## config.mk

```make
export PLATFORM = sky130hd
export DESIGN_NAME = serial_comparator
export DESIGN_NICKNAME = d
export VERILOG_FILES = /design/src/rtl/cmp_pkg.sv /design/src/rtl/serial_comparator.sv
export SDC_FILE = /design/constraint.sdc
export NUM_CORES = 1
export LEC_CHECK = 0
export ABC_CLOCK_PERIOD_IN_PS = 1600
export BUFFER_PORTS_ARGS = -buffer_cell sky130_fd_sc_hd__buf_2
export CAP_MARGIN = 5
export CORE_AREA = 4 4 41 43
export CTS_CLUSTER_SIZE = 16
export DETAILED_ROUTE_END_ITERATION = 8
export DIE_AREA = 0 0 45 47
export SKIP_CTS_REPAIR_TIMING = 1
export SLEW_MARGIN = 20
export SYNTH_ARGS = -nofsm -noshare
export SYNTH_HDL_FRONTEND = slang
export SYNTH_SLANG_ARGS = --single-unit
```

## constraint.sdc

```tcl
create_clock -name clk -period 1.6 [get_ports clk]
set_input_delay 0.08 -clock clk [delete_from_list [all_inputs] [get_ports clk]]
set_output_delay 0.08 -clock clk [all_outputs]
set_load 0.05 [all_outputs]
```

## src/rtl/cmp_pkg.sv

```systemverilog
// Shared types and constants for the MSB-first serial magnitude comparator.
package cmp_pkg;

   localparam int CMP_WIDTH_DEFAULT = 8;

   typedef enum logic [1:0] {
      IDLE = 2'd0,
      RUN  = 2'd1,
      DONE = 2'd2
   } cmp_state_t;

endpackage

```

## src/rtl/serial_comparator.sv

```systemverilog
// Bit-serial unsigned comparator: consumes one a/b bit pair per accepted cycle,
// MSB first, and presents gt/lt/eq with a valid/ready result handshake.
//
// state | meaning
// IDLE  | waiting for the first bit of an operand pair
// RUN   | bits 1..WIDTH-1 being consumed
// DONE  | result held until out_ready
module serial_comparator
   import cmp_pkg::*;
#(
   parameter int WIDTH = CMP_WIDTH_DEFAULT
) (
   input  logic clk,
   input  logic rst,
   input  logic clear,
   input  logic in_valid,
   output logic in_ready,
   input  logic a_bit,
   input  logic b_bit,
   output logic out_valid,
   input  logic out_ready,
   output logic gt,
   output logic lt,
   output logic eq,
   output logic decided
);

   localparam int CW = (WIDTH > 1) ? $clog2(WIDTH) : 1;

   cmp_state_t      state_q, state_d;
   logic [CW-1:0]   cnt_q, cnt_d;
   logic            gt_q, gt_d;
   logic            lt_q, lt_d;
   logic            dec_q, dec_d;
   logic            accept;
   logic            last_bit;

   assign in_ready  = (state_q != DONE);
   assign out_valid = (state_q == DONE);
   assign accept    = in_valid && in_ready;
   assign last_bit  = (cnt_q == CW'(WIDTH - 1));

   assign gt      = gt_q;
   assign lt      = lt_q;
   assign decided = dec_q;
   assign eq      = !dec_q;

   always_comb begin
      state_d = state_q;
      cnt_d   = cnt_q;
      gt_d    = gt_q;
      lt_d    = lt_q;
      dec_d   = dec_q;

      if (clear) begin
         state_d = IDLE;
         cnt_d   = '0;
         gt_d    = 1'b0;
         lt_d    = 1'b0;
         dec_d   = 1'b0;
      end else begin
         unique case (state_q)
            IDLE, RUN: begin
               if (accept) begin
                  // For WIDTH=1 last_bit is already true in IDLE, so we skip RUN.
                  if (last_bit) begin
                     state_d = DONE;
                     cnt_d   = '0;
                  end else begin
                     state_d = RUN;
                     cnt_d   = cnt_q + CW'(1);
                  end
                  // Only the first differing MSB-side bit decides the order.
                  if (!dec_q && (a_bit != b_bit)) begin
                     gt_d  = a_bit;
                     lt_d  = b_bit;
                     dec_d = 1'b1;
                  end
               end
            end
            DONE: begin
               if (out_ready) begin
                  state_d = IDLE;
                  gt_d    = 1'b0;
                  lt_d    = 1'b0;
                  dec_d   = 1'b0;
               end
            end
            default: begin
               state_d = IDLE;
               cnt_d   = '0;
            end
         endcase
      end
   end

   always_ff @(posedge clk) begin
      if (rst) begin
         state_q <= IDLE;
         cnt_q   <= '0;
         gt_q    <= 1'b0;
         lt_q    <= 1'b0;
         dec_q   <= 1'b0;
      end else begin
         state_q <= state_d;
         cnt_q   <= cnt_d;
         gt_q    <= gt_d;
         lt_q    <= lt_d;
         dec_q   <= dec_d;
      end
   end

endmodule

```

Yosys cells after proc, flatten, opt, wreduce, memory -nomap -nowiden
Cells that the tools add are included.
- mux-type cells: 17
- add/subtract/negate cells: 1
- reductions and logical operators: 10
- order comparisons: 0
- equality and inequality tests: 8
- shift-type cells: 0
- multiply operators: 0
- divide/modulo/power cells: 0
- bitwise logic cells: 1
- operator list (operator ; number):
    $mux 1 ; 7
    $mux 2 ; 3
    $mux 3 ; 2
    $ne 2x2->1 const B ; 3
    $pmux 1 s2 ; 3
    $pmux 3 s2 ; 1
    $pmux 2 s2 ; 1
    $reduce_and 2->1 ; 2
    $reduce_and 4->1 ; 1
    $reduce_or 2->1 ; 2
    $add 3x1->3 const B ; 1
    $eq 3x3->1 const B ; 1
    $eq 2x1->1 const B ; 1
    $eq 2x2->1 const B ; 1
    $logic_and 1x1->1 ; 2
    $logic_not 2->1 ; 1
    $ne 2x1->1 const B ; 1
    $reduce_bool 2->1 ; 1
    $logic_not 1->1 ; 1
    $ne 1x1->1 ; 1
    $not 1->1 ; 1
- latch bits: 0
- word-level logic and storage cells: 42
- memory bits (read-only): 0
- memories: 0
- memory bits (writable): 0
- input bits: 7
- output and inout port bits: 6
- flip-flop bits (word level): 8

Longest topological paths before layout
Gate-level depths: netlist of run 1.
- depth after elaboration: 5
- gate-level depth with buffers: 5

Least setup slack after synthesis of run 1
OpenSTA, ideal clock, no wires.
- path kind: register -> register
- start point: register dec_q, in the netlist decided
- end point: register dec_q, in the netlist decided
- buffers on the path: 0
- path slack: 0.047 ns
- arrival time: 1.438 ns
- stages on the path, launching flop included: 4
- clock period less this slack: 1.553 ns
- setup time: 0.115 ns
- cell sequence: dfxtp_1 > inv_1 > and3_1 > o21ba_1
- cells in the longest elaborated chain, start to end: 4
- RTL lines (item ; RTL line ; RTL):
    start: declaration ; serial_comparator.sv:34 ; logic dec_q, dec_d;
    start signal: assignment ; serial_comparator.sv:103 ; dec_q <= 1'b0;
    start signal: assignment ; serial_comparator.sv:109 ; dec_q <= dec_d;
    $logic_not 1->1 ; -- ;
    named net eq ; serial_comparator.sv:24 ; output logic eq,
    $logic_and 1x1->1 ; serial_comparator.sv:74 ; if (!dec_q && (a_bit != b_bit)) begin
    $ne 2x2->1 (no line) ; -- ;
    $reduce_and 4->1 (no line) ; -- ;
The timed path passes the listed nets, and every way through them passes these cells.
A chain may end at the register's enable or synchronous reset.

Worst setup path in the final report of run 1
- start point: register cnt_q[0]
- end point: register cnt_q[0]
- cells in the longest elaborated chain, start to end: 4
- RTL lines (item ; RTL line ; RTL):
    start: declaration ; serial_comparator.sv:31 ; logic [CW-1:0] cnt_q, cnt_d;
    start signal: assignment ; serial_comparator.sv:106 ; cnt_q <= cnt_d;
    $add 3x1->3 / $eq 3x3->1 (equally long branches) ; serial_comparator.sv:71, serial_comparator.sv:41 ;
    $mux 3 * ; serial_comparator.sv:66 ; if (last_bit) begin
    $mux 3 * ; serial_comparator.sv:64 ; if (accept) begin
    $pmux 3 s2 * ; serial_comparator.sv:62 ; unique case (state_q)
Mark *: on every way between the ends. The rest lies on a longest branch, timed or not. The select of a mux whose other input is x is not followed.

==> results.sh, run 1 <==
export IMPL_maxCapViolCount=0
export IMPL_fp_row_count=13
export IMPL_worstPathMaxFanout=4
export IMPL_final_area_um2=499
export IMPL_grt_total_usage=0.0953
export IMPL_hold_viol_final=0
export IMPL_antenna_found_initial=0
export IMPL_post_route_min_period_ps=1420
export IMPL_worst_setup_path_end_kind="flop"
export IMPL_synth_top_family_by_area="simple AND/OR/NAND/NOR gates"
export IMPL_min_delay_start="in_valid"
export IMPL_cts_clk_slew_worst_paths_ps=50
export IMPL_synthCells=43
export IMPL_setup_violations_final=0
export IMPL_fill_cells=135
export IMPL_layout_nets=70
export IMPL_clock_latency_ps=250
export IMPL_grt_pass1_vias=316
export IMPL_power_density_nw_per_um2=827
export IMPL_synth_nets=53
export IMPL_synth_xor_area_share=0.0220
export IMPL_diodes=0
export IMPL_areaGrowthSynthToFinish_pct=25.5
export IMPL_placed_area_um2=477
export IMPL_timing_rr_end="cnt_q[0]"
export IMPL_routed_wirelength_um=775
export IMPL_clock_sinks=8
export IMPL_synth_compound_area_frac=0.138
export IMPL_tightestPinTransition_ps=312
export IMPL_reg2regPathDepth=4
export IMPL_gp_congestion=0.704
export IMPL_critPathRequiredTime_ps=1780
export IMPL_reg2reg_from="cnt_q[0]"
export IMPL_fmax_mhz=705
export IMPL_ys_ff_latch=8
export IMPL_worst_ep_arrival_time_ps=1600
export IMPL_fin_cells=73
export IMPL_synth_adder_area_share=0.0943
export IMPL_syn_area_um2=398
export IMPL_io_buffers=12
export IMPL_grt_max_degree=8
export IMPL_htree_levels=1
export IMPL_wl_per_cell_um=10.6
export IMPL_grt_overflow_total=0
export IMPL_hold_ws_ps=99.1
export IMPL_max_vdd_ir_drop_v=0.000414
export IMPL_grt_pass1_wl_mm=1.42
export IMPL_core_area_um2=1300
export IMPL_start_kind="flop"
export IMPL_p_leak_nw=0.239
export IMPL_cp_cell_sequence="ha_1 -> ha_1 -> or4_1 -> a21oi_1"
export IMPL_ant_nets=0
export IMPL_ctsLongestPathBuffers=2
export IMPL_initial_core_util=0.306
export IMPL_layout_common_cells="buf_2 (12), dfxtp_1 (8), nor2_1 (5)"
export IMPL_placedCellCount=70
export IMPL_ys_seq_area_frac=0.403
export IMPL_die_y_um=47
export IMPL_drc=0
export IMPL_vias=342
export IMPL_cp_common_cell="ha_1"
export IMPL_drt_first_iter_violations=2
export IMPL_fin_skew_ps=1.24
export IMPL_cts_tree="built"
export IMPL_synthSimpleGateAreaFrac=0.230
export IMPL_cp_slowest_cell="or4_1"
export IMPL_synthDistinctLibCells=22
export IMPL_die_w_um=45
export IMPL_relSlewSlack=0.791
export IMPL_drive_above_1_share=0.276
export IMPL_drt_first_pass_iters=3
export IMPL_power_mw=0.413
export IMPL_tns_ps=0
export IMPL_cts_root_buf="clkbuf_4"
export IMPL_cpPeakStageDelay_ps=460
export IMPL_io_pins=13
export IMPL_cts_buffers=3
export IMPL_status="finished, final reports clean"
export IMPL_min_to="state_q[0]"
export IMPL_holdPathStages=2
export IMPL_holdCritPathClass="primary input to flop"
export IMPL_criticalPathCategory="flop to flop"
export IMPL_final_common_cell="buf_2"
export IMPL_syn_avg_cell_area_um2=9.25
export IMPL_synthMuxAreaShare=0.0755
export IMPL_viasPerCell=4.68
export IMPL_die_area_um2=2120
export IMPL_yosysWarnings=0
export IMPL_slew_viol_final=0
export IMPL_rrSetupSlack_ps=180
export IMPL_period_share=0.886
export IMPL_rsz0062_at_grt="no"
## power by group
group,internal (mW),switching (mW)
clock,0.0857,0.0663
combinational,0.0209,0.0318
sequential,0.205,0.00375
## stage by stage
| step | setup slack (ps) | utilization |
|---|---|---|
| 6_report | 182 | 0.384 |
| 5_1_grt | 90.4 | 0.384 |
| 4_1_cts | 176 | 0.384 |
| 3_5_place_dp | 185 | 0.366 |
| 3_3_place_gp | 225 | 0.366 |
| 2_1_floorplan | 47.3 | - |
## worst max-delay path: cells and delay by family (launching register included)
| kind | cells | cell delay (ps) |
|---|---|---|
| adders and majority gates | 2 | 410 |
| AOI/OAI and AO/OA | 1 | 150 |
| DFF | 1 | 330 |
| and+or+nand+nor | 1 | 460 |
## per-layer routing
metal  GRT usage  vias up  part of all wire
li1            -      184                 -
met2       0.127        6              0.48
met1       0.122      148              0.45
met4      0.0702        0             0.025
met3      0.0383        4             0.048
met5           0        -                 0
## final cells by class
| cell class | count | area [um^2] | area share |
|---|---|---|---|
| Clock buffer | 3 | 22.5 | 0.0451 |
| Timing Repair Buffer | 12 | 60.1 | 0.120 |
| Inverter | 4 | 15.0 | 0.0301 |
| Multi-Input combinational cell | 31 | 223 | 0.446 |
| Sequential cell | 8 | 160 | 0.321 |
| Tap cell | 15 | 18.8 | 0.0376 |
## cell usage after synthesis
cell type / number / area [um^2]
and2b_1: 1 / 7.51
xor2_1: 1 / 8.76
inv_1: 3 / 11.3
nor2b_1: 1 / 6.26
inv_2: 1 / 3.75
nor3b_1: 1 / 7.51
nand3_1: 4 / 20.0
or4_1: 1 / 7.51
and3_1: 1 / 6.26
or2_1: 1 / 6.26
a2111oi_1: 1 / 10.0
a21oi_1: 2 / 10.0
mux2i_1: 3 / 30.0
nand3b_1: 1 / 7.51
nor2_1: 5 / 18.8
a2bb2oi_1: 1 / 8.76
o21ba_1: 1 / 10.0
dfxtp_1: 8 / 160
a22oi_1: 1 / 7.51
a32oi_1: 1 / 8.76
nand2_1: 1 / 3.75
ha_1: 3 / 37.5
## cells by family (layout without fill, tap and decap cells)
| family | count (synthesis) | count (layout) |
|---|---|---|
| buf+inv | 4 | 19 |
| xor+xnor | 1 | 1 |
| mux | 3 | 3 |
| fa+ha+maj | 3 | 3 |
| flops | 8 | 8 |
| compound gates | 7 | 7 |
| simple gates | 17 | 17 |
## how the worst max path moves through the flow
| stage | from | endpoint | slack, ps | cells after the start |
|---|---|---|---|---|
| finish | cnt_q[0] | cnt_q[0] | 180 | 4 |
| global route | cnt_q[0] | cnt_q[0] | 90 | 4 |
| CTS | cnt_q[0] | cnt_q[0] | 180 | 4 |
| detailed placement | cnt_q[0] | cnt_q[0] | 180 | 4 |
| global placement | cnt_q[0] | cnt_q[0] | 220 | 4 |
| floorplan | decided | decided | 50 | 3 |
## registers in the layout (all words and copies together) (netlist names)
name	flops
cnt_q	3
state_q	2
decided	1
gt	1
lt	1
Note: power is estimated with default switching activity, not from simulation.
==> inputs of run 2 (changes only) <==
- CELL_PAD_IN_SITES_DETAIL_PLACEMENT: default -> 1
- CELL_PAD_IN_SITES_GLOBAL_PLACEMENT: default -> 2
- CORE_AREA: 4 4 41 43 -> default
- CORE_MARGIN: default -> 4
- CORE_UTILIZATION: default -> 26
- DIE_AREA: 0 0 45 47 -> default
- PLACE_DENSITY_LB_ADDON: default -> 0.1
- SLEW_MARGIN: 20 -> default
==> results.sh, run 2 (synthesis gave the netlist of run 1 again) <==
export IMPL_critPathRequiredTime_ps=1780
export IMPL_p_leak_nw=0.239
export IMPL_antenna_found_initial=0
export IMPL_drc=0
export IMPL_clock_sinks=8
export IMPL_worst_ep_arrival_time_ps=1640
export IMPL_wl_per_cell_um=13.7
export IMPL_largest_reg_flops=3
export IMPL_power_density_nw_per_um2=847
export IMPL_seq_area_um2=160
export IMPL_io_pins=13
export IMPL_cts_tree="built"
export IMPL_period_share=0.909
export IMPL_grt_pass1_wl_mm=1.54
export IMPL_cts_buffers=3
export IMPL_clock_latency_ps=260
export IMPL_diodes=0
export IMPL_final_area_um2=499
export IMPL_routed_wirelength_mm=1.00
export IMPL_grt_pass1_vias=373
export IMPL_areaGrowthSynthToFinish_pct=25.5
export IMPL_htree_levels=1
export IMPL_tns_ps=0
export IMPL_ctsLongestPathBuffers=2
export IMPL_fmax_mhz=687
export IMPL_critPathTopFamily="simple AND/OR/NAND/NOR gates"
export IMPL_layout_nets=70
export IMPL_initial_core_util=0.291
export IMPL_grt_total_usage=0.104
export IMPL_fill_cells=179
export IMPL_worst_setup_path_end_kind="flop"
export IMPL_ant_nets=0
export IMPL_power_mw=0.423
export IMPL_drt_first_pass_iters=4
export IMPL_place_ws_ps=139
export IMPL_cpPeakStageDelay_ps=480
export IMPL_top_regs="cnt_q x3, state_q x2"
export IMPL_maxCapViolCount=0
export IMPL_vias=359
export IMPL_cp_common_cell="ha_1"
export IMPL_setup_ws_ps=145
export IMPL_drive_above_1_share=0.276
export IMPL_setup_violations_final=0
export IMPL_regMostFlops="cnt_q"
export IMPL_multi_input_area_um2=223
export IMPL_final_common_cell="buf_2"
export IMPL_post_route_min_period_ps=1460
export IMPL_io_buffers=12
export IMPL_cts_clk_slew_worst_paths_ps=60
export IMPL_tightestPinTransition_ps=300
export IMPL_grt_overflow_total=0
export IMPL_core_area_um2=1370
export IMPL_dp_hpwl_um=814
export IMPL_cts_root_buf="clkbuf_4"
export IMPL_holdCritPathClass="primary input to flop"
export IMPL_slew_viol_final=0
export IMPL_cp_slowest_cell="or4_1"
export IMPL_placed_area_um2=477
export IMPL_status="finished, final reports clean"
export IMPL_fp_row_count=13
export IMPL_die_y_um=47.1
export IMPL_cp_cell_sequence="ha_1 -> ha_1 -> or4_1 -> a21oi_1"
export IMPL_die_w_um=47.1
export IMPL_gp_congestion=0.692
export IMPL_die_area_um2=2220
export IMPL_max_vdd_ir_drop_v=0.000360
export IMPL_worstPathMaxFanout=4
export IMPL_hold_viol_final=0
export IMPL_drt_first_iter_violations=1
export IMPL_start_kind="flop"
export IMPL_viasPerCell=4.92
export IMPL_rsz0062_at_grt="no"
export IMPL_grt_max_degree=8
export IMPL_fin_skew_ps=6.05
export IMPL_criticalPathCategory="flop to flop"
export IMPL_relSlewSlack=0.800
export IMPL_crit_buf_inv=0
export IMPL_layout_common_cells="buf_2 (12), dfxtp_1 (8), nor2_1 (5)"
-- run 2: cell counts in the layout (fill, tap and decap cells not counted) --
Identical to the previous run, type by type.
-- run 2: stage by stage --
| step | instances | utilization | hold slack [ps] |
|---|---|---|---|
| 2_1_floorplan | 43 | - | 185 |
| 4_1_cts | 73 | 0.365 | 79.3 |
| 3_5_place_dp | 70 | 0.349 | 348 |
| 6_report | 73 | 0.365 | 91.4 |
| 3_3_place_gp | 70 | 0.349 | 346 |
| 5_1_grt | 73 | 0.365 | 104 |
-- run 2: final cells by class --
cell class              count  area share
flip-flops and latches      8       0.321
repair buffers             12       0.120
multi-input cells          31       0.446
well taps                  15      0.0376
inverters                   4      0.0301
clock buffers               3      0.0451
-- run 2: power by group --
part / switching [mW] / internal, mW
combinational: 0.0331 / 0.0209
sequential: 0.00391 / 0.204
clock: 0.0741 / 0.0862
total: 0.111 / 0.312
-- run 2: per-layer routing --
metal / global-route usage / part of all wire / up-vias
li1: - / - / 183
met1: 0.118 / 0.45 / 170
met2: 0.160 / 0.48 / 6
met3: 0.0536 / 0.065 / 0
met4: 0.0497 / 0 / 0
met5: 0 / 0 / -
-- run 2: final timing paths --
| path | end | slack (ps) | cells after the start | start |
|---|---|---|---|---|
| max reg2reg | cnt_q[0] | 140 | 4 | cnt_q[0] |
| min reg2reg | gt | 480 | 2 | gt |
| max | cnt_q[0] | 140 | 4 | cnt_q[0] |
| min | state_q[0] | 90 | 2 | in_valid |
